[config.mk]
export PLATFORM = sky130hd
export DESIGN_NAME = mem_stage_hs
export DESIGN_NICKNAME = d
export VERILOG_FILES = /design/src/rtl/mem_pkg.sv /design/src/rtl/mem_lane_fmt.sv /design/src/rtl/mem_stage_hs.sv
export SDC_FILE = /design/constraint.sdc
export NUM_CORES = 1
export LEC_CHECK = 0
export ABC_AREA = 0
export BUFFER_PORTS_ARGS = -buffer_cell sky130_fd_sc_hd__clkbuf_2
export CAP_MARGIN = 5
export CORE_UTILIZATION = 51
export DETAILED_ROUTE_END_ITERATION = 10
export HOLD_SLACK_MARGIN = 0.05
export PLACE_DENSITY = 0.79
export REMOVE_ABC_BUFFERS = 1
export SLEW_MARGIN = 20
export SYNTH_ARGS = -nofsm -noshare
export SYNTH_HDL_FRONTEND = slang
export SYNTH_SLANG_ARGS = --single-unit
export TNS_END_PERCENT = 30
[constraint.sdc]
create_clock -name clk -period 2.8 [get_ports clk]
set_clock_uncertainty 0.15 [all_clocks]
set_input_delay 0.42 -clock clk [delete_from_list [all_inputs] [get_ports clk]]
set_output_delay 0.42 -clock clk [all_outputs]
set_load 0.03 [all_outputs]
[src/rtl/mem_pkg.sv]
// Shared op codes, exception codes and FSM state type for the memory-access stage.
package mem_pkg;

  localparam logic [3:0] OP_NONE = 4'd0;
  localparam logic [3:0] OP_LB   = 4'd1;
  localparam logic [3:0] OP_LBU  = 4'd2;
  localparam logic [3:0] OP_LH   = 4'd3;
  localparam logic [3:0] OP_LHU  = 4'd4;
  localparam logic [3:0] OP_LW   = 4'd5;
  localparam logic [3:0] OP_SB   = 4'd6;
  localparam logic [3:0] OP_SH   = 4'd7;
  localparam logic [3:0] OP_SW   = 4'd8;

  localparam logic [1:0] EXC_ADEL    = 2'd0;
  localparam logic [1:0] EXC_ADES    = 2'd1;
  localparam logic [1:0] EXC_BUSERR  = 2'd2;
  localparam logic [1:0] EXC_TIMEOUT = 2'd3;

  typedef enum logic {
    ST_IDLE   = 1'b0,
    ST_ACCESS = 1'b1
  } state_t;

  function automatic logic op_is_load(input logic [3:0] op);
    return (op == OP_LB) || (op == OP_LBU) || (op == OP_LH) ||
           (op == OP_LHU) || (op == OP_LW);
  endfunction

  function automatic logic op_is_store(input logic [3:0] op);
    return (op == OP_SB) || (op == OP_SH) || (op == OP_SW);
  endfunction

endpackage

[src/rtl/mem_lane_fmt.sv]
// Little-endian byte-lane formatting: store lane enables/replication, load
// extraction with sign/zero extension, and natural-alignment check.
module mem_lane_fmt
  import mem_pkg::*;
(
  input  logic [3:0]  i_op,
  input  logic [1:0]  i_addr_lo,
  input  logic [31:0] i_store_data,
  input  logic [31:0] i_rdata,
  output logic [3:0]  o_sel,
  output logic [31:0] o_wdata,
  output logic [31:0] o_load_data,
  output logic        o_misaligned
);

  logic [7:0]  w_byte;
  logic [15:0] w_half;

  // Pick the addressed byte and halfword out of the read word
  always_comb begin
    w_byte = i_rdata[7:0];
    case (i_addr_lo)
      2'd0: w_byte = i_rdata[7:0];
      2'd1: w_byte = i_rdata[15:8];
      2'd2: w_byte = i_rdata[23:16];
      2'd3: w_byte = i_rdata[31:24];
      default: w_byte = i_rdata[7:0];
    endcase
    w_half = i_addr_lo[1] ? i_rdata[31:16] : i_rdata[15:0];
  end

  // Lane enables, replicated store data, alignment check and load extension
  always_comb begin
    o_sel        = 4'b0000;
    o_wdata      = i_store_data;
    o_load_data  = i_rdata;
    o_misaligned = 1'b0;
    case (i_op)
      OP_LB, OP_LBU, OP_SB: o_sel = 4'b0001 << i_addr_lo;
      OP_LH, OP_LHU, OP_SH: begin
        o_sel        = i_addr_lo[1] ? 4'b1100 : 4'b0011;
        o_misaligned = i_addr_lo[0];
      end
      OP_LW, OP_SW: begin
        o_sel        = 4'b1111;
        o_misaligned = |i_addr_lo;
      end
      default: o_sel = 4'b0000;
    endcase
    case (i_op)
      OP_SB:   o_wdata = {4{i_store_data[7:0]}};
      OP_SH:   o_wdata = {2{i_store_data[15:0]}};
      default: o_wdata = i_store_data;
    endcase
    case (i_op)
      OP_LB:   o_load_data = {{24{w_byte[7]}}, w_byte};
      OP_LBU:  o_load_data = {24'd0, w_byte};
      OP_LH:   o_load_data = {{16{w_half[15]}}, w_half};
      OP_LHU:  o_load_data = {16'd0, w_half};
      default: o_load_data = i_rdata;
    endcase
  end

endmodule

[src/rtl/mem_stage_hs.sv]
// Registered MEM stage with req/ack data-bus handshake and merged MEM/WB outputs.
//
//   state     | meaning
//   ST_IDLE   | accepting from EX/MEM; non-memory and misaligned ops retire in one cycle
//   ST_ACCESS | bus request outstanding; upstream held until ack/err/timeout
module mem_stage_hs
  import mem_pkg::*;
#(
  parameter int ADDR_W      = 32,
  parameter int REG_AW      = 5,
  parameter int TIMEOUT_CYC = 256
) (
  input  logic              clk,
  input  logic              rst,
  input  logic              valid_i,
  input  logic [3:0]        op_i,
  input  logic [ADDR_W-1:0] addr_i,
  input  logic [31:0]       store_data_i,
  input  logic [REG_AW-1:0] wd_i,
  input  logic              wreg_i,
  input  logic [31:0]       wdata_i,
  input  logic              flush_i,
  output logic              stall_req_o,
  output logic              valid_o,
  output logic [REG_AW-1:0] wd_o,
  output logic              wreg_o,
  output logic [31:0]       wdata_o,
  output logic              exc_o,
  output logic [1:0]        exc_code_o,
  output logic [ADDR_W-1:0] badvaddr_o,
  output logic              bus_req_o,
  output logic              bus_we_o,
  output logic [ADDR_W-1:0] bus_addr_o,
  output logic [3:0]        bus_sel_o,
  output logic [31:0]       bus_wdata_o,
  input  logic [31:0]       bus_rdata_i,
  input  logic              bus_ack_i,
  input  logic              bus_err_i
);

  // Counter holds 0..TIMEOUT_CYC-1; a zero TIMEOUT_CYC disables the timeout entirely.
  localparam int                CNT_W    = (TIMEOUT_CYC > 1) ? $clog2(TIMEOUT_CYC) : 1;
  localparam int                LAST_I   = (TIMEOUT_CYC > 0) ? TIMEOUT_CYC - 1 : 0;
  localparam logic [CNT_W-1:0]  CNT_LAST = CNT_W'(LAST_I);
  localparam bit                TO_EN    = (TIMEOUT_CYC > 0);

  state_t              r_state;
  logic [CNT_W-1:0]    r_cnt;
  logic                r_drop;
  logic [3:0]          r_acc_op;
  logic [ADDR_W-1:0]   r_acc_addr;
  logic [3:0]          r_acc_sel;
  logic [31:0]         r_acc_wdata;
  logic [REG_AW-1:0]   r_acc_wd;
  logic                r_acc_wreg;
  logic                r_valid;
  logic                r_exc;
  logic [1:0]          r_exc_code;
  logic [ADDR_W-1:0]   r_badvaddr;
  logic [REG_AW-1:0]   r_wd;
  logic                r_wreg;
  logic [31:0]         r_wdata;

  logic                w_in_access;
  logic [3:0]          w_fmt_op;
  logic [1:0]          w_fmt_addr_lo;
  logic [3:0]          w_sel;
  logic [31:0]         w_fmt_wdata;
  logic [31:0]         w_load_data;
  logic                w_misal;
  logic                w_is_mem;
  logic                w_start;
  logic                w_timeout;
  logic                w_term;

  assign w_in_access = (r_state == ST_ACCESS);

  // The formatter sees the incoming op in IDLE (sel/data/alignment) and the
  // latched op in ACCESS (load extraction from the returning read data).
  assign w_fmt_op      = w_in_access ? r_acc_op : op_i;
  assign w_fmt_addr_lo = w_in_access ? r_acc_addr[1:0] : addr_i[1:0];

  mem_lane_fmt u_lane_fmt (
    .i_op         (w_fmt_op),
    .i_addr_lo    (w_fmt_addr_lo),
    .i_store_data (store_data_i),
    .i_rdata      (bus_rdata_i),
    .o_sel        (w_sel),
    .o_wdata      (w_fmt_wdata),
    .o_load_data  (w_load_data),
    .o_misaligned (w_misal)
  );

  assign w_is_mem  = op_is_load(op_i) || op_is_store(op_i);
  assign w_start   = !w_in_access && valid_i && !flush_i && w_is_mem && !w_misal;
  assign w_timeout = TO_EN && (r_cnt == CNT_LAST);
  assign w_term    = w_in_access && (bus_ack_i || bus_err_i || w_timeout);

  // Stall drops in the terminating cycle so the upstream stage advances on the retiring edge
  assign stall_req_o = w_start || (w_in_access && !w_term);

  assign bus_req_o   = w_in_access;
  assign bus_we_o    = w_in_access && op_is_store(r_acc_op);
  assign bus_addr_o  = w_in_access ? {r_acc_addr[ADDR_W-1:2], 2'b00} : '0;
  assign bus_sel_o   = w_in_access ? r_acc_sel : 4'b0000;
  assign bus_wdata_o = w_in_access ? r_acc_wdata : 32'd0;

  assign valid_o    = r_valid;
  assign exc_o      = r_exc;
  assign exc_code_o = r_exc_code;
  assign badvaddr_o = r_badvaddr;
  assign wd_o       = r_wd;
  assign wreg_o     = r_wreg;
  assign wdata_o    = r_wdata;

  // Sequencer: accept from EX/MEM, run the bus access, retire into the writeback registers
  always_ff @(posedge clk) begin
    if (rst) begin
      r_state     <= ST_IDLE;
      r_cnt       <= '0;
      r_drop      <= 1'b0;
      r_acc_op    <= OP_NONE;
      r_acc_addr  <= '0;
      r_acc_sel   <= 4'b0000;
      r_acc_wdata <= 32'd0;
      r_acc_wd    <= '0;
      r_acc_wreg  <= 1'b0;
      r_valid     <= 1'b0;
      r_exc       <= 1'b0;
      r_exc_code  <= 2'd0;
      r_badvaddr  <= '0;
      r_wd        <= '0;
      r_wreg      <= 1'b0;
      r_wdata     <= 32'd0;
    end else begin
      r_valid <= 1'b0;
      r_exc   <= 1'b0;
      r_wreg  <= 1'b0;
      case (r_state)
        ST_IDLE: begin
          if (valid_i && !flush_i) begin
            if (!w_is_mem) begin
              r_valid <= 1'b1;
              r_wd    <= wd_i;
              r_wreg  <= wreg_i;
              r_wdata <= wdata_i;
            end else if (w_misal) begin
              r_valid    <= 1'b1;
              r_exc      <= 1'b1;
              r_exc_code <= op_is_store(op_i) ? EXC_ADES : EXC_ADEL;
              r_badvaddr <= addr_i;
            end else begin
              r_state     <= ST_ACCESS;
              r_cnt       <= '0;
              r_drop      <= 1'b0;
              r_acc_op    <= op_i;
              r_acc_addr  <= addr_i;
              r_acc_sel   <= w_sel;
              r_acc_wdata <= w_fmt_wdata;
              r_acc_wd    <= wd_i;
              r_acc_wreg  <= wreg_i;
            end
          end
        end
        ST_ACCESS: begin
          if (w_term) begin
            r_state <= ST_IDLE;
            r_drop  <= 1'b0;
            // A flush seen at any point of the access, including this cycle, discards the result
            if (!(r_drop || flush_i)) begin
              r_valid <= 1'b1;
              if (bus_err_i) begin
                r_exc      <= 1'b1;
                r_exc_code <= EXC_BUSERR;
                r_badvaddr <= r_acc_addr;
              end else if (bus_ack_i) begin
                r_wd <= r_acc_wd;
                if (op_is_load(r_acc_op)) begin
                  r_wreg  <= r_acc_wreg;
                  r_wdata <= w_load_data;
                end
              end else begin
                r_exc      <= 1'b1;
                r_exc_code <= EXC_TIMEOUT;
                r_badvaddr <= r_acc_addr;
              end
            end
          end else begin
            r_cnt <= r_cnt + CNT_W'(1);
            if (flush_i) r_drop <= 1'b1;
          end
        end
        default: r_state <= ST_IDLE;
      endcase
    end
  end

endmodule

==> results of run 1 <==
through the flow:
step	hold WS, ns	instances	utilization [%]	total power [mW]	setup WS (ns)
after floorplan	0.271	910	-	3.08	-3.96
after global placement	0.283	1452	62.4	3.49	0.156
after detailed placement	0.290	1452	62.4	3.51	0.118
after CTS	0.0675	1485	66.1	5.77	0.0132
after global routing	0.0804	1489	66.4	5.97	0.00177
final	0.0834	1489	66.4	5.74	0.0706
critical path: stages, from the launching register on:
cell and delay, ns:
dfxtp_4 0.41, or3b_4 0.43, o22a_1 0.22, and3_4 0.21, a21oi_4 0.17, nand2_1 0.11
buf_2 0.19
state kept, by name, indices dropped and copies added, names as in the netlist, 2 cells and up:
register and flops:
r_acc_wdata 32, wdata_o 32, r_acc_sel 4, wd_o 5
r_acc_op 4, r_acc_addr 32, exc_code_o 2, r_cnt 8
badvaddr_o 32, r_acc_wd 5
what timing repair did:
action                     in CTS  in global routing
gates resized for setup         2                  6
buffers inserted                1                  4
setup endpoints to repair       1                  1
gates cloned                    0                  0
hold buffers                    0                  0
pin swaps                       0                  2
final cells by class:
| cell class | instances | area, um2 |
|---|---|---|
| Clock inverter | 13 | 124 |
| Clock buffer | 19 | 443 |
| Tap cell | 216 | 270 |
| Sequential cell | 162 | 3250 |
| Timing Repair Buffer | 331 | 1830 |
| Fill cell | 1333 | 5320 |
| Multi-Input combinational cell | 744 | 4570 |
| Inverter | 4 | 15.0 |
cells in the mapped netlist, types with 3 or more instances:
library cell / number / share of area [%]
nand3_1: 16 / 0.97
xor2_1: 6 / 0.64
and2_1: 69 / 5.2
nand2b_1: 5 / 0.38
buf_2: 22 / 1.3
o2111ai_1: 11 / 1.2
a21oi_1: 89 / 5.4
a22oi_1: 6 / 0.55
buf_6: 9 / 1.2
a221oi_1: 28 / 3.0
o21ai_0: 20 / 1.2
nor2_1: 44 / 2.0
clkbuf_1: 45 / 2.0
nand3b_1: 3 / 0.27
nor3_1: 79 / 4.8
mux2i_1: 34 / 4.1
o21ai_1: 41 / 2.5
o2bb2ai_1: 5 / 0.53
dfxtp_1: 162 / 39
nand2_1: 166 / 7.6
inv_1: 4 / 0.18
a31oi_1: 4 / 0.30
mux2_2: 3 / 0.41
buf_4: 11 / 1.0
o211ai_1: 9 / 0.82
nor2_2: 3 / 0.23
xnor2_1: 3 / 0.32
a211oi_1: 9 / 0.82
a211oi_2: 16 / 2.4
and3_1: 3 / 0.23
a221oi_2: 9 / 1.6
cell families (layout without fill, tap and decap cells):
family	after synthesis	in the layout
AO/OA/AOI/OAI	277	277
XOR/XNOR	9	9
adder cells (fa/ha/maj)	1	1
buffers and inverters	92	367
flip-flops	162	162
multiplexers	40	40
other	1	2
AND/OR/NAND/NOR	415	415
how the worst max path moves through the flow:
stage                 from              to  slack, ns  cells after the start
5_1_grt          bus_req_o     stall_req_o      0.002                      6
3_3_place_gp       op_i[2]   badvaddr_o[4]       0.16                      8
6_report         bus_req_o     stall_req_o       0.07                      6
2_1_floorplan    bus_req_o     stall_req_o      -3.96                      5
4_1_cts        r_acc_op[1]     stall_req_o       0.01                      6
3_5_place_dp       op_i[2]  badvaddr_o[13]       0.12                      8
layer usage:
| metal | vias up | wire length (um) | track usage, % |
|---|---|---|---|
| met1 | 3976 | 10600 | 36.9 |
| met4 | 0 | 641 | 12.9 |
| met2 | 399 | 12400 | 51.5 |
| met3 | 40 | 2290 | 8.13 |
| li1 | 4100 | - | - |
| met5 | - | 0 | 0 |
power breakdown:
part / internal (mW) / leakage [nW] / switching [mW]
sequential: 2.42 / 1.32 / 0.0687
clock: 1.27 / 0.277 / 0.998
combinational: 0.359 / 2.84 / 0.629
total: 4.05 / 4.44 / 1.70
==> flow_summary.yaml, run 1 <==
job:
  cap_violations: 0
global_routing:
  grt_pass1_wl_um: 40200
  track_usage_pct: 30.6
  grt_pass1_vias: 8015
  grt.overflow.total: 0
  antenna_found_initial: 0
  grt_max_degree: 79
critical_path:
  path_class: "register to primary output"
  end_kind: "primary output"
  r2r_slack_ns: 0.17
  crit_fanout: 12
  worst_r2r_endpoint: "badvaddr_o[13]"
  critical_path.startpoint_type: "register"
  reg2reg_from: "bus_req_o"
  arrival_ns: 2.16
  required_ns: 2.23
  rr_worst_depth: 8
pwr:
  pwr_density_cell_nw_per_um2: 546
  max-vdd-ir-drop_mv: 0.398
  leakagePower_nw: 4.44
timing:
  slew_violations: 0
  max_slew_margin_pct: 45.5
  tns_ns: 0
  fin_crit_sh_pct: 97.5
  fmax_ghz: 0.366
  fin_crit_ns: 2.73
  finalHoldViolations: 0
  rsz0062_at_grt: "no"
  tightest_slew_ns: 0.812
  final-setup-viol-count: 0
logic_synthesis:
  synth_xor_area_share_pct: 0.956
  synth_seq_cells: 162
  synth-edff-count: 0
  synth_top_family_by_area: "simple AND/OR/NAND/NOR gates"
  synth-simple-area-share_pct: 24.4
  synthAdderAreaFrac_pct: 0.152
  syn_area_um2: 8250
  synth-main-ff-cell: "dfxtp_1"
  synth_cell_types: 84
  synth_mux_area_share_pct: 5.13
  yosysSeqAreaShare_pct: 39.3
  avgSynthCellArea_um2: 8.27
  syn_inst: 997
  synthArstFlopShare_pct: 0
  synth-compound-area-share_pct: 24.1
  yosys_warnings: 0
floorplanning:
  die_h_um: 129
  die-area_um2: 16700
  coreArea_um2: 15800
  rows: 46
  initial_core_util_pct: 52.1
  die_x_um: 129
  num_io_pins: 289
detailed_routing:
  first_pass_iters: 5
  dr.first_iter.drc_count: 441
  vias_per_cell: 5.72
  drcViolationCount: 0
  postRouteAntennaNets: 0
  wl_per_cell_um: 17.4
  vias: 8515
  drt-total-wl_um: 25900
cells_and_area:
  layout_commonest_cell: "clkbuf_2"
  final_cell_mix: "clkbuf_2, nand2_1, dfxtp_1"
  layout.nets: 1405
  final_area_um2: 10500
  area_delta_synth_final_pct: 27.4
  insertedDiodeCount: 0
  drive_above_1_share_pct: 33.3
clocking:
  cts_num_sinks: 162
  clk_pin_slew_ns: 0.07
  cts-root-buf: "clkbuf_16"
  clk_latency_ns: 0.42
  clk_path_buf_depth: 2
  cts_tree: "built"
  h-tree-depth: 4
  cts_made_buffers: 17
min_path:
  min_to: "r_acc_addr[23]"
  min_from: "addr_i[23]"
  min_path_type: "input port to register"
  min_path_cells: 3
place:
  placed_cell_area_um2: 9880
  port_buffers: 286
  place_hpwl_um: 18000
  gp_congestion: 0.876
outcome:
  status: "complete, no violations"
No activity file was read; power rests on OpenSTA's default activity.
==> run 2, diff against run 1 <==
==> constraint.sdc (replaced) <==
create_clock -name clk -period 3.1 [get_ports clk]
set_clock_uncertainty 0.15 [all_clocks]
set_input_delay 0.465 -clock clk [delete_from_list [all_inputs] [get_ports clk]]
set_output_delay 0.465 -clock clk [all_outputs]
set_load 0.03 [all_outputs]
==> flow_summary.yaml, run 2 (synthesized netlist as in run 1, its figures left out) <==
outcome:
  status: "complete, no violations"
global_routing:
  grt_pass1_wl_um: 40300
  antenna_found_initial: 0
  track_usage_pct: 30.8
  grt_max_degree: 84
  grt.overflow.total: 0
  grt_pass1_vias: 7894
cells_and_area:
  final_area_um2: 10400
  insertedDiodeCount: 0
  layout.nets: 1388
  nFillCells: 1382
  area_delta_synth_final_pct: 26.1
  final_cell_mix: "clkbuf_2, nand2_1, dfxtp_1"
  drive_above_1_share_pct: 32.2
  layout_commonest_cell: "clkbuf_2"
critical_path:
  path_buf_inv: 3
  path_cells: "buf_4, inv_1, nand2b_1, a2111oi_4, a21oi_4, nand2_1, clkbuf_2"
  crit_family: "buffers and inverters"
  crit_fanout: 43
  cpMaxStageDelayCell: "a2111oi_4"
  arrival_ns: 2.30
  end_kind: "primary output"
  path_class: "register to primary output"
  required_ns: 2.48
  max_stage_delay_ns: 0.45
  critical_path.startpoint_type: "register"
place:
  port_buffers: 286
  pre_cts_ws_ns: 0.227
  place_hpwl_um: 18200
  gp_congestion: 0.890
  placed_cell_area_um2: 9790
clocking:
  cts-root-buf: "clkbuf_16"
  clk_pin_slew_ns: 0.07
  ctsHoldBuffers: 0
  cts_tree: "built"
  cts_num_sinks: 162
  cts_made_buffers: 17
  clk_path_buf_depth: 2
  h-tree-depth: 4
  clk_latency_ns: 0.42
timing:
  holdWs_ns: 0.125
  slew_violations: 0
  final-setup-viol-count: 0
  finalHoldViolations: 0
  rsz0062_at_grt: "no"
  fin_crit_ns: 2.91
  tns_ns: 0
  finalWorstSetupSlack_ns: 0.189
  fmax_ghz: 0.344
  max_slew_margin_pct: 26.6
  fin_crit_sh_pct: 93.9
  tightest_slew_ns: 1.10
job:
  cap_violations: 0
detailed_routing:
  dr.first_iter.drc_count: 505
  vias: 8562
  postRouteAntennaNets: 0
  first_pass_iters: 5
  wl_per_cell_um: 17.9
  vias_per_cell: 5.82
  drt-total-wl_um: 26300
  drcViolationCount: 0
pwr:
  max-vdd-ir-drop_mv: 0.395
  pwr_density_cell_nw_per_um2: 506
  leakagePower_nw: 4.37
floorplanning:
  num_io_pins: 289
  die-area_um2: 16700
  rows: 46
  die_x_um: 129
  die_h_um: 129
  initial_core_util_pct: 52.1
  coreArea_um2: 15800
min_path:
  min_path_type: "input port to register"
run 2: changes by cell type in the layout (fill, tap and decap cells not counted), moves of 2 or more:
| cell | delta |
|---|---|
| buf_4 | -17 |
| clkinv_4 | +3 |
| dfxtp_1 | +3 |
| dfxtp_2 | -3 |
| clkinvlp_4 | -2 |
| inv_6 | -2 |
run 2: worst min-delay path: stages:
cell	delay, ns
clkbuf_2	0.09
nand2_1	0.05
a21oi_1	0.05
run 2: area by class of cell:
type                       count  area [um2]  share of cell area (%)
multi-input combinational    744        4560                    43.9
sequential                   162        3250                    31.2
timing repair buffer         314        1710                    16.4
clock buffer                  18         439                    4.22
tap                          216         270                    2.60
clock inverter                14         153                    1.47
inverter                       4        15.0                   0.144
run 2: per-stage QoR:
stage / power [mW] / util (%) / instances
after floorplan: 2.78 / - / 910
after global placement: 3.14 / 61.8 / 1440
after detailed placement: 3.16 / 61.8 / 1440
after CTS: 5.28 / 65.6 / 1472
after global routing: 5.46 / 65.7 / 1472
final: 5.26 / 65.7 / 1472
run 2: layer usage:
metal  track usage, %  up-vias  part of all wire, %
met4             15.8        0                  3.8
met5                0        -                    0
met2             51.0      436                   47
met3             9.08       66                  9.2
met1             36.3     3997                   40
li1                 -     4063                    -
run 2: final timing paths:
kind | start | endpoint | slack [ns] | cells after the start
worst max-delay path | bus_req_o | stall_req_o | 0.19 | 7
worst max register to register | bus_req_o | badvaddr_o[2] | 0.32 | 6
worst min register to register | wdata_o[24] | wdata_o[24] | 0.30 | 2
worst min-delay path | addr_i[23] | r_acc_addr[23] | 0.13 | 3
run 2: repair_timing:
item | 4_1_cts | 5_1_grt
resized for setup | 0 | 2
setup endpoints to repair | 0 | 1
setup buffers | 0 | 0
run 2: where the power goes:
part           total (mW)  switching (mW)  internal, mW
registers            2.25          0.0616          2.19
clock network        2.14           0.915          1.22
logic               0.879           0.568         0.311
